File: src/rtl/ysyx_22050058_mem_arbiter.sv
// Shares the core's single memory port between instruction fetch (IF) and load/store (LS),
// one transaction at a time, with a watchdog abort. Define YSYX_22050058_ARB_RR_EN for round-robin ties.
module ysyx_22050058_mem_arbiter #(
  parameter int ADDR_W  = 64,
  parameter int DATA_W  = 64,
  parameter int TIMEOUT = 255
) (
  input  logic                clk,
  input  logic                rst,
  // instruction fetch requester
  input  logic                if_req_i,
  input  logic [ADDR_W-1:0]   if_addr_i,
  output logic                if_gnt_o,
  output logic                if_rvalid_o,
  output logic [DATA_W-1:0]   if_rdata_o,
  // load/store requester
  input  logic                ls_req_i,
  input  logic                ls_we_i,
  input  logic [ADDR_W-1:0]   ls_addr_i,
  input  logic [DATA_W-1:0]   ls_wdata_i,
  input  logic [DATA_W/8-1:0] ls_wmask_i,
  output logic                ls_gnt_o,
  output logic                ls_rvalid_o,
  output logic [DATA_W-1:0]   ls_rdata_o,
  // downstream memory port
  output logic                mem_req_o,
  output logic                mem_we_o,
  output logic [ADDR_W-1:0]   mem_addr_o,
  output logic [DATA_W-1:0]   mem_wdata_o,
  output logic [DATA_W/8-1:0] mem_wmask_o,
  input  logic                mem_ready_i,
  input  logic                mem_rvalid_i,
  input  logic [DATA_W-1:0]   mem_rdata_i,
  // pipeline controller stall requests and watchdog error
  output logic                stall_ifreq_o,
  output logic                stall_memreq_o,
  output logic                err_o
);

  localparam int         MASK_W    = DATA_W / 8;
  localparam logic [7:0] WDOG_LAST = 8'(TIMEOUT - 1);

  typedef enum logic [1:0] {S_IDLE, S_REQ, S_RESP} state_e;
  typedef enum logic {OWN_IF = 1'b0, OWN_LS = 1'b1} owner_e;

  state_e      state_q, state_d;
  owner_e      owner_q, owner_d;
  owner_e      last_q, last_d;
  owner_e      winner;
  logic [7:0]  wdog_q, wdog_d;

  logic        grant;
  logic        done;
  logic        abort;
  logic        timeout;
  logic        rvalid;
  logic [DATA_W-1:0] rdata;

  // Tie-break between simultaneous requests seen in IDLE.
  always_comb begin : arbitrate
`ifdef YSYX_22050058_ARB_RR_EN
    if (if_req_i && ls_req_i) begin
      winner = (last_q == OWN_IF) ? OWN_LS : OWN_IF;
    end else begin
      winner = ls_req_i ? OWN_LS : OWN_IF;
    end
`else
    winner = ls_req_i ? OWN_LS : OWN_IF;
`endif
  end

  assign timeout = (wdog_q == WDOG_LAST);

  always_comb begin : fsm_next
    // NOTE: every variable gets a default first so no path leaves one unassigned (no latches).
    state_d = state_q;
    owner_d = owner_q;
    last_d  = last_q;
    wdog_d  = wdog_q;
    grant   = 1'b0;
    done    = 1'b0;
    abort   = 1'b0;

    unique case (state_q)
      S_IDLE: begin
        if (if_req_i || ls_req_i) begin
          owner_d = winner;
          wdog_d  = 8'd0;
          state_d = S_REQ;
        end
      end

      S_REQ: begin
        wdog_d = wdog_q + 8'd1;
        if (timeout) begin
          // Abort still grants so the owner never waits on a gnt that will not come.
          abort   = 1'b1;
          grant   = 1'b1;
          state_d = S_IDLE;
        end else if (mem_ready_i) begin
          grant   = 1'b1;
          state_d = S_RESP;
        end
      end

      S_RESP: begin
        wdog_d = wdog_q + 8'd1;
        if (mem_rvalid_i) begin
          // A response arriving on the timeout cycle wins over the abort.
          done    = 1'b1;
          last_d  = owner_q;
          state_d = S_IDLE;
        end else if (timeout) begin
          abort   = 1'b1;
          state_d = S_IDLE;
        end
      end

      default: state_d = S_IDLE;
    endcase
  end

  always_ff @(posedge clk) begin : fsm_regs
    // NOTE: sequential state uses non-blocking assignments so every register samples pre-edge values.
    if (!rst) begin
      state_q <= S_IDLE;
      owner_q <= OWN_IF;
      last_q  <= OWN_IF;
      wdog_q  <= 8'd0;
    end else begin
      state_q <= state_d;
      owner_q <= owner_d;
      last_q  <= last_d;
      wdog_q  <= wdog_d;
    end
  end

  // Downstream request and payload, muxed from the current owner while in REQ.
  assign mem_req_o = (state_q == S_REQ);

  always_comb begin : payload_mux
    mem_we_o    = 1'b0;
    mem_addr_o  = '0;
    mem_wdata_o = '0;
    mem_wmask_o = '0;
    if (state_q == S_REQ) begin
      if (owner_q == OWN_LS) begin
        mem_we_o    = ls_we_i;
        mem_addr_o  = ls_addr_i;
        mem_wdata_o = ls_wdata_i;
        mem_wmask_o = MASK_W'(ls_wmask_i);
      end else begin
        mem_addr_o  = if_addr_i;
      end
    end
  end

  // Response routing: only the owner sees gnt/rvalid/rdata; an abort returns zero data.
  assign rvalid = done | abort;
  assign rdata  = done ? mem_rdata_i : '0;

  assign if_gnt_o    = grant  & (owner_q == OWN_IF);
  assign ls_gnt_o    = grant  & (owner_q == OWN_LS);
  assign if_rvalid_o = rvalid & (owner_q == OWN_IF);
  assign ls_rvalid_o = rvalid & (owner_q == OWN_LS);
  assign if_rdata_o  = (owner_q == OWN_IF) ? rdata : '0;
  assign ls_rdata_o  = (owner_q == OWN_LS) ? rdata : '0;
  assign err_o       = abort;

  assign stall_ifreq_o  = if_req_i & ~if_rvalid_o;
  assign stall_memreq_o = ls_req_i & ~ls_rvalid_o;

endmodule
File: config.mk
export PLATFORM = sky130hd
export DESIGN_NAME = ysyx_22050058_mem_arbiter
export DESIGN_NICKNAME = d
export VERILOG_FILES = /design/src/rtl/ysyx_22050058_mem_arbiter.sv
export SDC_FILE = /design/constraint.sdc
export NUM_CORES = 1
export LEC_CHECK = 0
export CORE_AREA = 2 2 209 211
export CTS_CLUSTER_SIZE = 16
export DETAILED_ROUTE_END_ITERATION = 12
export DIE_AREA = 0 0 211 213
export GPL_TIMING_DRIVEN = 0
export PLACE_DENSITY = 0.35
export RECOVER_POWER = 100
export SLEW_MARGIN = 25
export SYNTH_ARGS = -nofsm -noshare
export SYNTH_HDL_FRONTEND = slang
export SYNTH_SLANG_ARGS = --single-unit
File: constraint.sdc
create_clock -name clk -period 2.45 [get_ports clk]
set_clock_uncertainty 0.15 [all_clocks]
set_input_delay 0.49 -clock clk [delete_from_list [all_inputs] [get_ports clk]]
set_output_delay 0.49 -clock clk [all_outputs]
set_load 0.05 [all_outputs]
==> impl_metrics.ini, run 1 <==
[run_status]
status = completed

[place]
hpwl_mm = 24.0
placed_area_sq_mm = 0.00964
io_buffers = 543
routabilityCongestion = 0.736

[sta]
final.min_clock_period_ns = 2.41
final-hold-violation-count = 0
period_share = 0.982
final.setup.tns_ns = 0
slew_viol_final = 0
worst_slew_pin_slew_ns = 0.579
setup_violations = 0
max-slew-margin-rel = 0.613
clock.fmax_mhz = 416
unrepaired_setup_endpoints_after_global_routing = true

[floorplan]
dieHeight_um = 213
fp.dieArea_sq_mm = 0.0449
core_region_area_sq_mm = 0.0427
floorplan.initialDensity = 0.0753
num_io_pins = 544
dieWidth_um = 211
floorplan.rows = 76

[clock_tree]
cts_tree = yes
numCtsBuffers = 3
clock_insertion_delay_worst_skew_ns = 0.24
cts.path.max_buffers = 2
cts.clk_slew.worst_paths_ns = 0.05
cts-hold-fix-buffers = 0
clock_sink_count = 11
clock-root-buffer = clkbuf_16
clock_tree.htree_level_count = 1

[worst_setup_path]
cp.required_ns = 1.81
worst_setup_path_end_kind = output port
start_kind = register
crit_path_max_fanout = 6
crit_type = register to output port
worstPathArrival_ns = 1.77

[drt]
route.detailed.drc = 0
detail_route.wirelength_mm = 27.0
antenna_viol_nets_final = 0
firstDrtPassIters = 4
vias = 5292
detail_route.vias_per_cell = 3.39
detailedRoute.firstIterationViolations = 127
routed_wire_length_per_instance_um = 17.3

[power_and_ir_drop]
power_density_mw_per_mm2 = 641
total_leakage_power_nw = 4.25
power.ir.vdd_worst_v = 0.000321

[synthesis]
most_area_consuming_cells_after_synthesis = and2_1 25%, mux2i_1 20%, and3_1 14%
synth_largest_area_cell = and2_1
ys_warn_count = 0
netlist-cell-type-count = 37
proportion_of_register_bits_with_asynchronous_set_or_reset_after_synthesis = 0
syn_inst = 466
netlist.area_leader.share = 0.249
synth_area_per_cell_sq_um = 6.90
synth_edf_count = 0
synth_ff_type = dfxtp_1
sequential_share_of_the_synthesized_area = 0.0685
synth.net_count = 742
synth.ff_latch_count = 11
mappedNetlistArea_sq_mm = 0.00321

[finish]
syn_to_final_growth_pct = 193
insertedDiodeCount = 0
share_of_layout_cells_above_drive_strength_1 = 0.436
final_core_utilization = 0.221
num-fill-cells = 4834
stdcell_area_sq_mm = 0.00943
final_net_count = 1292

[global_route]
first_pass_grt_wire_length_mm = 37.2
grt_overall_usage = 0.111
grt_max_degree = 11
vias_in_the_first_global_route = 5498
grt.overflow.total = 0
antenna_found_initial = 0

[min_path]
hold_path.class = register to register

[run]
drv_cap = 0
## critical path, cell delays in order, from the launching register on
cell and delay (ns):
dfxtp_2 0.36, inv_1 0.07, ha_1 0.43, a21oi_4 0.09, o41a_1 0.40, buf_6 0.17
## logic make-up (layout without fill, tap and decap cells)
family,count (synthesis),after routing,synth area share
mux,64,64,0.199
fa+ha+maj,5,5,0.0195
xor+xnor,5,5,0.0136
buf+inv,50,599,0.0654
flops,11,11,0.0685
compound gates,17,17,0.0374
simple gates,314,314,0.596
## cells in the final DEF, fill, tap and decap left out, drive strengths merged, types with 2 or more instances in the layout
cell type,count
dfxtp,11
ha,5
o21a,2
inv,4
nand2,8
nor2,20
nor3,5
xnor2,5
clkdlybuf4s15,17
nor3b,2
and2,128
nor4,3
clkdlybuf4s50,269
a21oi,3
nor2b,66
buf,217
nand3,3
mux2i,64
clkbuf,89
nand4,2
and3,74
o21ai,6
## through the flow
stage	power (W)	setup WS, ns	hold WS, ns	cells
finish	0.00604	0.0440	0.394	1561
global route	0.00640	-0.0307	0.430	1561
CTS	0.00614	0.00401	0.367	1561
detailed placement	0.00575	-1.57	0.367	1555
global placement	0.00578	-1.55	0.355	1555
floorplan	0.00369	-0.0906	0.334	466
## sequential cells by signal (all words and copies together), names as in the netlist
register  flops
owner_q       1
state_q       2
wdog_q        8
## power by group
part           switching, W  internal [W]
clock network     0.0000906      0.000217
registers         0.0000338      0.000216
logic               0.00341       0.00207
## cell usage after synthesis, drive strengths merged (2+ instances only)
master and number:
and2 128, and3 74, nor2b 66, mux2i 64
clkbuf 35, nor2 20, buf 11, dfxtp 11
nand2 8, o21ai 6, ha 5, nor3 5
xnor2 5, inv 4, a21oi 3, nand3 3
nor4 3, nand4 2, nor3b 2, o21a 2
## per-layer routing
metal	up-vias	wire (um)	GRT usage
met4	0	56	0.00510
met3	4	2230	0.0315
met1	2357	10200	0.121
met5	-	0	0
li1	2657	-	-
met2	274	14600	0.219
## path summary, 6_finish.rpt
check                   from            end  slack, ns  cells after the start
setup / recovery  state_q[1]  stall_ifreq_o       0.04                      5
hold / removal     wdog_q[2]      wdog_q[2]       0.39                      2
setup reg to reg  state_q[1]     state_q[0]       0.17                      7
hold reg to reg    wdog_q[2]      wdog_q[2]       0.39                      2
## area by class of cell
class | instances | area [sq um] | area share
Buffer | 46 | 350 | 0.0372
Clock buffer | 3 | 75.1 | 0.00796
Clock inverter | 1 | 5.00 | 0.000531
Inverter | 4 | 15.0 | 0.00159
Multi-Input combinational cell | 405 | 3090 | 0.328
Sequential cell | 11 | 225 | 0.0239
Tap cell | 546 | 683 | 0.0725
Timing Repair Buffer | 545 | 4980 | 0.528
## what timing repair did
| item | in CTS | in global routing |
|---|---|---|
| setup buffers | 2 | 0 |
| pin swaps | 1 | 2 |
| setup endpoints to repair | 272 | 193 |
| gates resized for setup | 1568 | 198 |
No activity file was read; power rests on OpenSTA's default activity.
==> run 2: changes to the inputs <==
--- a/config.mk
+++ b/config.mk
@@ -12,6 +12,7 @@
 export GPL_TIMING_DRIVEN = 0
 export PLACE_DENSITY = 0.35
 export RECOVER_POWER = 100
+export SKIP_CTS_REPAIR_TIMING = 1
 export SLEW_MARGIN = 25
 export SYNTH_ARGS = -nofsm -noshare
 export SYNTH_HDL_FRONTEND = slang
==> run 2 against run 1 <==
Sequential share of layout area is essentially flat. First-iteration DRC count increased by 4.7%. Worst setup slack improved by 0.0088 ns. Combinational power about the same. Power increased by 0.67%. Clock-buffer cell count unchanged. Via count grew 0.28%. Sequential power about the same. Critical endpoint is now mem_wdata_o[8].
==> impl_metrics.ini, run 2 (synthesis results as in run 1) <==
[run_status]
status = completed

[floorplan]
dieWidth_um = 211
fp.dieArea_sq_mm = 0.0449
num_io_pins = 544
core_region_area_sq_mm = 0.0427
floorplan.initialDensity = 0.0753
dieHeight_um = 213
floorplan.rows = 76

[clock_tree]
clock_insertion_delay_worst_skew_ns = 0.24
numCtsBuffers = 3
clock_sink_count = 11
clock-root-buffer = clkbuf_16
cts_tree = yes
cts.path.max_buffers = 2
cts.clk_slew.worst_paths_ns = 0.05
clock_tree.htree_level_count = 1

[drt]
detailedRoute.firstIterationViolations = 133
antenna_viol_nets_final = 0
vias = 5307
detail_route.wirelength_mm = 27.0
route.detailed.drc = 0
routed_wire_length_per_instance_um = 17.2
firstDrtPassIters = 4
detail_route.vias_per_cell = 3.40

[worst_setup_path]
start_kind = register
worstPathArrival_ns = 1.76
cp.required_ns = 1.81
worst_setup_path_end_kind = output port
crit_type = register to output port
crit_path_max_fanout = 10

[power_and_ir_drop]
seqPwrFrac = 0.041
total_leakage_power_nw = 4.31
fraction_of_power_consumed_by_the_clock_network = 0.051
p_int_w = 0.00253
power_density_mw_per_mm2 = 652
sw_frac_of_total = 0.585
power.ir.vdd_worst_v = 0.000317
p_switching_w = 0.00356
power.share.combinational = 0.908

[sta]
max-slew-margin-rel = 0.604
clock.fmax_mhz = 417
worst_slew_pin_slew_ns = 0.593
setup_violations = 0
final.min_clock_period_ns = 2.40
unrepaired_setup_endpoints_after_global_routing = true
final-hold-violation-count = 0
period_share = 0.978
slew_viol_final = 0

[finish]
layout_commonest_cell = clkdlybuf4s50_1
insertedDiodeCount = 0
final_core_utilization = 0.218
largest-register = wdog_q
number_of_flip_flops_under_the_largest_register_name = 8
stdcell_area_sq_mm = 0.00933
syn_to_final_growth_pct = 190
num-fill-cells = 4828
commonest_cells_after_routing_fill_and_taps_aside = 269 x clkdlybuf4s50_1, 125 x and2_1, 107 x buf_4
share_of_layout_cells_above_drive_strength_1 = 0.446
final_net_count = 1294
reg.largest.list = wdog_q (8), state_q (2), owner_q (1)

[place]
io_buffers = 543
hpwl_mm = 24.0
placed_area_sq_mm = 0.00964
routabilityCongestion = 0.736

[run]
drv_cap = 0

[global_route]
grt_overall_usage = 0.110
antenna_found_initial = 0
grt_max_degree = 11
vias_in_the_first_global_route = 5486
first_pass_grt_wire_length_mm = 37.1
grt.overflow.total = 0

[min_path]
hold_path.class = register to register
==> run 2: cell types whose count changed in the layout (fill, tap and decap cells not counted), moves of 3 or more <==
cell             delta
clkbuf_2           +30
clkbuf_4           +29
buf_4              -22
clkdlybuf4s15_2    -17
and2_1             +15
and2_0             -13
nor2b_1            -11
buf_6               -8
buf_2               -7
nor2b_4             +7
nor2b_2             +4
clkbuf_8            -3
dlymetal6s2s_1      +3
==> run 2: metrics by stage <==
stage               hold slack [ns]  setup TNS, ns  total power, W  std cells  setup WS [ns]
floorplan                     0.334          -4.53         0.00369        466        -0.0906
global placement              0.355        -272.76         0.00578       1555          -1.55
detailed placement            0.367        -270.96         0.00575       1555          -1.57
CTS                           0.385        -309.90         0.00608       1559          -1.58
global route                  0.430        -0.0238         0.00645       1563       -0.00565
finish                        0.394              0         0.00608       1563         0.0528
==> run 2: path summary, 6_finish.rpt <==
kind,endpoint,slack [ns],cells after the start,from
max,mem_wdata_o[8],0.05,6,state_q[1]
min,wdog_q[2],0.39,2,wdog_q[2]
max reg2reg,state_q[0],0.23,7,state_q[0]
min reg2reg,wdog_q[2],0.39,2,wdog_q[2]
==> run 2: cell type report <==
class / count / area [sq um] / share of cell area
plain buffers: 46 / 357 / 0.0382
inverters: 4 / 15.0 / 0.00161
well taps: 546 / 683 / 0.0732
clock buffers: 3 / 75.1 / 0.00805
clock inverters: 1 / 5.00 / 0.000536
multi-input cells: 405 / 3160 / 0.338
flip-flops and latches: 11 / 225 / 0.0241
repair buffers: 547 / 4810 / 0.516
==> run 2: critical path, stage by stage, from the launching register on <==
cell     delay (ns)
dfxtp_2        0.34
inv_1          0.08
ha_2           0.19
buf_6          0.15
buf_2          0.23
and3_1         0.23
buf_2          0.28
==> run 2: routing by layer <==
metal,vias to the layer above,GRT usage,part of all wire,routed length (um)
li1,2664,-,-,-
met1,2357,0.120,0.37,10100
met2,280,0.217,0.54,14500
met3,6,0.0325,0.084,2260
met4,0,0.00850,0.0040,107
met5,-,0,0,0
==> run 2: power groups by stage <==
| stage | registers (W) | logic, W | clock network [W] |
|---|---|---|---|
| final | 0.000250 | 0.00552 | 0.000309 |
| after global routing | 0.000254 | 0.00586 | 0.000329 |
| after CTS | 0.000238 | 0.00553 | 0.000314 |
| after detailed placement | 0.000241 | 0.00551 | 0 |
| after global placement | 0.000242 | 0.00553 | 0 |
| after floorplan | 0.000234 | 0.00345 | 0 |
